**src/rtl/rr_mux_reg.sv**
```systemverilog
// N-input registered selector with an internal round-robin or fixed-priority arbiter.
// One output stage with a valid/ready handshake; full throughput when the sink keeps up.
module rr_mux_reg #(
   parameter int WIDTH     = 32,
   parameter int N         = 4,
   parameter bit FIXED_PRI = 1'b0,
   localparam int SEL_W    = (N > 1) ? $clog2(N) : 1
) (
   input  logic               clk,
   input  logic               reset,
   input  logic [N-1:0]       in_valid,
   input  logic [N*WIDTH-1:0] in_data,
   output logic [N-1:0]       in_ready,
   output logic               out_valid,
   output logic [WIDTH-1:0]   out_data,
   output logic [SEL_W-1:0]   out_sel,
   input  logic               out_ready
);

   localparam logic [SEL_W:0]   N_EXT = (SEL_W+1)'(N);
   localparam logic [SEL_W-1:0] LAST  = SEL_W'(N-1);

   logic             out_valid_q, out_valid_d;
   logic [WIDTH-1:0] out_data_q, out_data_d;
   logic [SEL_W-1:0] out_sel_q, out_sel_d;
   logic [SEL_W-1:0] ptr_q, ptr_d;

   logic [SEL_W-1:0] base;
   logic [SEL_W:0]   cand;
   logic             gnt_any;
   logic [SEL_W-1:0] gnt_idx;
   logic [N-1:0]     gnt_oh;
   logic             can_load;
   logic             accept;

   // Search starts at the pointer and wraps at N, not at 2**SEL_W.
   always_comb begin
      base    = FIXED_PRI ? '0 : ptr_q;
      gnt_any = 1'b0;
      gnt_idx = '0;
      cand    = '0;
      for (int k = 0; k < N; k++) begin
         cand = {1'b0, base} + (SEL_W+1)'(k);
         if (cand >= N_EXT) begin
            cand = cand - N_EXT;
         end
         if (!gnt_any && in_valid[cand[SEL_W-1:0]]) begin
            gnt_any = 1'b1;
            gnt_idx = cand[SEL_W-1:0];
         end
      end
   end

   always_comb begin
      gnt_oh = '0;
      for (int j = 0; j < N; j++) begin
         gnt_oh[j] = gnt_any && (gnt_idx == SEL_W'(j));
      end
   end

   assign can_load = !out_valid_q || out_ready;
   assign accept   = gnt_any && can_load && !reset;
   assign in_ready = accept ? gnt_oh : '0;

   always_comb begin
      out_valid_d = out_valid_q;
      out_data_d  = out_data_q;
      out_sel_d   = out_sel_q;
      ptr_d       = ptr_q;
      if (accept) begin
         out_valid_d = 1'b1;
         out_data_d  = in_data[gnt_idx*WIDTH +: WIDTH];
         out_sel_d   = gnt_idx;
         ptr_d       = (gnt_idx == LAST) ? '0 : gnt_idx + SEL_W'(1);
      end else if (out_ready) begin
         out_valid_d = 1'b0;
      end
   end

   always_ff @(posedge clk or posedge reset) begin
      if (reset) begin
         out_valid_q <= 1'b0;
         out_data_q  <= '0;
         out_sel_q   <= '0;
         ptr_q       <= '0;
      end else begin
         out_valid_q <= out_valid_d;
         out_data_q  <= out_data_d;
         out_sel_q   <= out_sel_d;
         ptr_q       <= ptr_d;
      end
   end

   assign out_valid = out_valid_q;
   assign out_data  = out_data_q;
   assign out_sel   = out_sel_q;

endmodule

```
**config.mk**
```make
export PLATFORM = sky130hd
export DESIGN_NAME = rr_mux_reg
export DESIGN_NICKNAME = d
export VERILOG_FILES = /design/src/rtl/rr_mux_reg.sv
export SDC_FILE = /design/constraint.sdc
export NUM_CORES = 1
export LEC_CHECK = 0
export ABC_CLOCK_PERIOD_IN_PS = 2400
export BUFFER_PORTS_ARGS = -buffer_cell sky130_fd_sc_hd__buf_2
export CORE_ASPECT_RATIO = 1.4
export CORE_UTILIZATION = 42
export DETAILED_ROUTE_END_ITERATION = 8
export PLACE_DENSITY_LB_ADDON = 0.15
export REMOVE_ABC_BUFFERS = 1
export SLEW_MARGIN = 25
export SYNTH_ARGS = -nofsm -noshare
export SYNTH_HDL_FRONTEND = slang
export SYNTH_SLANG_ARGS = --single-unit
export TNS_END_PERCENT = 30
```
**constraint.sdc**
```tcl
create_clock -name clk -period 2.4 [get_ports clk]
set_input_delay 0.12 -clock clk [delete_from_list [all_inputs] [get_ports clk]]
set_output_delay 0.12 -clock clk [all_outputs]
set_load 0.05 [all_outputs]
```
==> results.cfg, run 1 <==
[synth]
yosys.area.top_type = dfrtp_1
syn_area_mm2 = 0.002542
synthMuxAreaShare_pct = 12.99
yosys.area_share.simple_pct = 11.32
synth_top_family_by_area = compound AO/OA/AOI/OAI gates
synth.most_common_cell = dfrtp_1
netlist_top_cells_count = dfrtp_1, mux2i_1, nand3_1, a32oi_1, o211ai_2
syn_area_per_cell_um2 = 10.77
synthArstFlopShare_pct = 100.0
synth_xor_area_share_pct = 0
synth_top_cell_area_share_pct = 36.42
synth_compound_area_share_pct = 31.00
synth_fa_ha_area_share_pct = 0.4921
yosys_warnings = 0
synth_cell_types = 35
ys_ff_latch = 37
synth-main-ff-cell = dfrtp_1
netlist_instances = 236
seq_area_frac_synth_pct = 36.42
synth.area.top_cells = dfrtp_1, o211ai_2, mux2i_1, a32oi_1, nand3_1
synth_edf_count = 0

[timing]
maxSlewHeadroom_pct = 47.09
clock_skew_ns = 0.007725
worstMarginPinSlew_ns = 0.7899
setup_ws_ns = 0.2086
fmax_mhz = 456.3
finalSetupViolCount = 0
hold_viol_final = 0
timing.hold.ws_ns = 0.05823
rsz0062_at_grt = false
period_needed_ns = 2.191
fin_crit_sh_pct = 91.31
drv_slew = 0

[floorplan]
io-pin-count = 174
core-area_mm2 = 0.005863
die_area_mm2 = 0.006373
die_w_um = 67.76
die_h_um = 94.06
start_util_pct = 43.36
num_rows = 33

[clock_tree]
numCtsBuffers = 5
cts_buffer_depth = 2
clock_latency_ns = 0.29
path_clk_slew_ns = 0.08
cts_tree = yes
postCtsSetupBuffers = 0
cts_root_buffer = clkbuf_8
cts.sinks = 37
ctsHtreeMaxLevel = 2

[route]
final_antenna_net_count = 0
drt_iter0_drc = 175
via_per_inst = 5.741
detail_route.wl_per_cell_um = 17.17
dr.pass1.iters = 4
vias = 2727
drc_errors = 0
drt_wl_total_mm = 8.155

[global_route]
grtUsageMet1_pct = 31.58
grt.overflow.total = 0
grt_pass1_wl_mm = 12.68
grt_use_total_pct = 26.31
top_usage_layer = met2
grt_max_degree = 35
grtUsageMet2_pct = 45.71
globalRouteMet3Util_pct = 4.612
antenna_found_initial = 0
grt_pass1_vias = 2657

[run_status]
outcome = complete, no violations

[placed_design]
dp_slack_ns = 0.4651
routabilityCongestion = 0.8051
hpwlAfterDp_mm = 5.827
place_inst = 466
port_buffers = 173

[worst_setup_path]
cp-start-kind = flop
cpPeakStageDelay_ns = 0.49
crit_type = reg -> out
crit_chain = or3b_1 > o221ai_4 > inv_1 > ha_1 > and2_1 > buf_2
crit_required_ns = 2.28
end_kind = output pin
worst-path-max-fanout = 11
cpMaxStageDelayCell = dfrtp_2
worstPathArrival_ns = 2.07

[cells_and_area]
drive_gt1_share_pct = 56.54
fin_cells = 475
nets = 540
diodes = 0
area_growth_pct = 41.54

[run]
maxCapViolations = 0

[power_and_ir_drop]
irDropWorstVdd_mv = 0.6509
p_leak_uw = 0.001882
power.density_mw_per_mm2 = 1143
finalPower_uw = 4112

[hold_path]
hp-class = in -> reg
-- layout by cell type, fill, tap and decap left out, types with 2 or more instances in the layout --
cell        n
o21ai_0     5
a32oi_1    32
o211ai_2   28
a21oi_1     2
dfrtp_1    36
clkbuf_8    6
o211ai_1    4
nand2_1    11
nand3_1    32
mux2i_1    33
buf_12      3
buf_2     173
buf_4      10
and2_1      3
inv_1       3
-- registers in the layout, summed over array words and instances (netlist names) --
register and cells:
base 2, out_valid 1, out_data 32, out_sel 2
-- metal layers --
metal | vias up | wire length (µm)
met3 | 18 | 484
met1 | 1313 | 3156
met5 | - | 0
met2 | 114 | 4329
li1 | 1282 | -
met4 | 0 | 184
-- cells by family after synthesis --
kind of cell / after synthesis
AO/OA/AOI/OAI: 80
adder cells (fa/ha/maj): 1
buffers and inverters: 30
flip-flops: 37
multiplexers: 33
AND/OR/NAND/NOR: 55
-- layout make-up --
type | count | area, µm²
Inverter | 4 | 15.01
Timing Repair Buffer | 187 | 1011
Fill cell | 526 | 2265
Sequential cell | 37 | 927.1
Clock buffer | 7 | 86.33
Clock inverter | 1 | 30.03
Multi-Input combinational cell | 169 | 1441
Tap cell | 70 | 87.58
-- final timing paths --
check / start / end / slack [ns] / cells past startpoint
hold reg to reg: out_sel[1] / out_sel[1] / 0.50 / 2
min in group asynchronous: reset / out_data[11] / 0.29 / 3
setup / recovery: base[1] / in_ready[3] / 0.21 / 6
setup reg to reg: base[0] / out_data[31] / 0.49 / 5
hold / removal: in_data[22] / out_data[22] / 0.06 / 3
max in group asynchronous: reset / base[1] / 1.40 / 4
-- where the power goes --
group / internal, µW / switching [µW] / total [µW] / leakage [µW]
clock network: 339 / 229 / 568 / 0.0000585
logic: 774 / 1720 / 2490 / 0.00137
registers: 881 / 170 / 1050 / 0.000457
total: 1990 / 2120 / 4110 / 0.00188
-- critical path: cells and delay by family, from the launching register on --
family / cells / cell delay, ns
flip-flops: 1 / 0.49
AND/OR/NAND/NOR: 2 / 0.58
adder cells (fa/ha/maj): 1 / 0.22
AO/OA/AOI/OAI: 1 / 0.15
buffers and inverters: 2 / 0.32
-- through the flow --
step / utilization (%) / setup TNS (ns) / cell area [µm²]
after floorplan: - / -48.27 / 2360
after global placement: 59.20 / 0 / 3471
after detailed placement: 59.20 / 0 / 3471
after CTS: 61.35 / 0 / 3597
after global routing: 61.37 / 0 / 3598
final: 61.37 / 0 / 3598
-- repair_timing --
action,CTS,global route
endpoints found under the setup margin,0,1
hold endpoints to repair,3,0
hold buffers,1,0
gates resized for setup,0,1
Note: power is estimated with default switching activity, not from simulation.
==> run 2, diff against run 1 <==
--- a/config.mk
+++ b/config.mk
@@ -5,10 +5,11 @@
 export SDC_FILE = /design/constraint.sdc
 export NUM_CORES = 1
 export LEC_CHECK = 0
+export ABC_AREA = 1
 export ABC_CLOCK_PERIOD_IN_PS = 2400
 export BUFFER_PORTS_ARGS = -buffer_cell sky130_fd_sc_hd__buf_2
 export CORE_ASPECT_RATIO = 1.4
-export CORE_UTILIZATION = 42
+export CORE_UTILIZATION = 45
 export DETAILED_ROUTE_END_ITERATION = 8
 export PLACE_DENSITY_LB_ADDON = 0.15
 export REMOVE_ABC_BUFFERS = 1
==> run 2 against run 1 <==
The run now ends with DRC left; via count grew 48%; global-route usage grew 0.69 points; count of clock-buffer cells in the layout shrank 2; sequential share of layout area shrank 4.9 points; die area grew 17%; largest power group unchanged; final area grew 23%; synthesized cell count grew 120%; critical path depth grew 8; sequential power grew 8%; core utilization grew 2.6 points.
==> results.cfg, run 2 <==
[clock_tree]
cts_buffer_depth = 2
clock_latency_ns = 0.29
cts_tree = yes
numCtsBuffers = 5
cts_root_buffer = clkbuf_8
cts.sinks = 37
ctsHtreeMaxLevel = 2
path_clk_slew_ns = 0.08

[timing]
fin_crit_sh_pct = 97.72
clock_skew_ns = 0.008693
finalSetupViolCount = 0
rsz0062_at_grt = true
maxSlewHeadroom_pct = 62.52
drv_slew = 0
fmax_mhz = 426.4
hold_viol_final = 0
worstMarginPinSlew_ns = 0.5614
period_needed_ns = 2.345

[route]
drc_errors = 1
final_antenna_net_count = 0
dr.pass1.iters = 7
drt_wl_total_mm = 10.21
via_per_inst = 5.068
vias = 4024
drt_iter0_drc = 178
detail_route.wl_per_cell_um = 12.86

[worst_setup_path]
worst-path-max-fanout = 9
crit_chain = inv_4 > nand2_1 > nand2_2 > nand2_1 > nand2_2 > nand2_2 > nand2_1 > nand2_2 > nand3_4 > inv_1 > ha_1 > inv_1 > nor2_2 > buf_6
r2r_start = base[0]
cp_num_buf_inv = 4
cpPeakStageDelay_ns = 0.46
cp-start-kind = flop
crit_path_frequent_cell = nand2_2
crit_required_ns = 2.28
cpMaxStageDelayCell = dfrtp_2
timing.rr.end = out_data[17]
crit_type = reg -> out
path_delay_family = simple AND/OR/NAND/NOR gates
crit_start = base[0]
crit_end = in_ready[3]
r2r_slack_ns = 0.17
path_depth = 14
worstPathArrival_ns = 2.23
end_kind = output pin
r2r_cells = 13

[synth]
yosys.area.top_type = dfrtp_1
synth.most_common_cell = nand2_1
synthArstFlopShare_pct = 100.0
synth_edf_count = 0
synth_cell_types = 26
netlist_instances = 527
netlist_top_cells_count = nand2_1, nand3_1, inv_1, nand4_1, dfrtp_1
seq_area_frac_synth_pct = 28.89
synth-main-ff-cell = dfrtp_1
synth.area.top_cells = dfrtp_1, nand2_1, nand3_1, inv_1, nand4_1
yosys_warnings = 0
synth_top_cell_area_share_pct = 28.89
syn_area_per_cell_um2 = 6.080
syn_area_mm2 = 0.003204
ys_ff_latch = 37

[hold_path]
hp-class = in -> reg
hold_path_depth = 3

[cells_and_area]
layout_commonest_cell = buf_2
area_growth_pct = 38.58
nFillCells = 712
largest_reg_flops = 32
drive_gt1_share_pct = 33.91
fin_cells = 794
final_cell_mix = buf_2, nand2_1, inv_1, nand3_1, nand4_1
seq_area_um2 = 928.4
diodes = 0
multi_input_area_mm2 = 0.001762
nets = 834

[power_and_ir_drop]
irDropWorstVdd_mv = 1.039
power.density_mw_per_mm2 = 1591
finalPower_uw = 7063
p_leak_uw = 0.002722

[run_status]
outcome = complete, but fails checks
violations = DRC

[global_route]
grt_pass1_wl_mm = 16.00
grt_pass1_vias = 3765
grt.overflow.total = 0
grt_use_total_pct = 27.00
antenna_found_initial = 0
grt_max_degree = 40

[floorplan]
io-pin-count = 174
start_util_pct = 46.19
die_area_mm2 = 0.007467
num_rows = 36
core-area_mm2 = 0.006937
die_h_um = 101.8
die_w_um = 73.32

[placed_design]
place_inst = 778
hpwlAfterDp_mm = 7.378
routabilityCongestion = 0.8503
port_buffers = 173

[run]
maxCapViolations = 0
-- run 2: cell count changes after synthesis, moves of 22 or more --
cell,previous run,this run
mux2i_1,33,0
nor2_1,1,23
nand4_1,0,52
inv_1,4,97
a32oi_1,32,0
nand3_1,33,98
nand2_1,11,145
o211ai_2,28,0
-- run 2: power breakdown --
part,leakage (µW),switching (µW),internal (µW)
registers,0.000454,183,943
logic,0.00220,3720,1570
clock network,0.0000681,230,413
-- run 2: worst min-delay path by stage --
stage	startpoint	end	slack [ns]
after floorplan	in_data[16]	out_data[16]	0.25
after detailed placement	reset	out_sel[1]	0.30
after global routing	in_data[7]	out_data[7]	0.07
final	in_data[7]	out_data[7]	0.06
after global placement	reset	base[1]	0.30
after CTS	in_data[7]	out_data[7]	0.05
-- run 2: cell families after synthesis --
logic type	count (synthesis)	synth area share, %
AND/OR/NAND/NOR	333	49.20
AO/OA/AOI/OAI	18	3.553
adder cells (fa/ha/maj)	1	0.3904
flip-flops	37	28.90
buffers and inverters	138	17.96
-- run 2: worst reg2reg max path: stages, from the launching register on --
cell	delay, ns
dfrtp_2	0.46
inv_4	0.08
nand2_1	0.09
nand2_2	0.09
nand2_1	0.10
nand2_2	0.09
nand2_2	0.12
nand2_1	0.08
nand2_2	0.12
nand3_4	0.12
buf_4	0.22
nor2_4	0.34
nand3_1	0.14
nand3_1	0.11
-- run 2: cell type report --
cell class | instances | area share (%)
clock inverters | 3 | 1.465
well taps | 95 | 2.677
inverters | 102 | 8.679
clock buffers | 5 | 1.550
flip-flops and latches | 37 | 20.91
repair buffers | 200 | 25.05
multi-input cells | 352 | 39.67
-- run 2: per-stage QoR --
stage	setup WS, ns	TNS, ns	utilization, %	hold WS, ns	instance area, µm²
finish	0.05472	0	64.02	0.06228	4441
global route	-0.1167	-0.1789	64.02	0.07283	4441
CTS	0.001968	0	62.43	0.05173	4330
detailed placement	-0.002294	-0.003730	59.85	0.2952	4151
global placement	0.1371	0	59.85	0.2991	4151
floorplan	-1.245	-30.11	-	0.2529	3012
-- run 2: layer usage --
layer	global-route usage [%]	part of all wire [%]	routed length (µm)
met1	30.73	39	3946
met2	48.93	53	5430
met3	4.043	5.5	558
met4	12.72	2.7	274
met5	0	0	0
-- run 2: timing repair --
action                     CTS  global route
hold buffers                 1             0
hold endpoints to repair    12             0
setup buffers                1             6
pin swaps                    1             6
resized for setup            7            19
gates cloned                 0             0
setup endpoints to repair   13            20
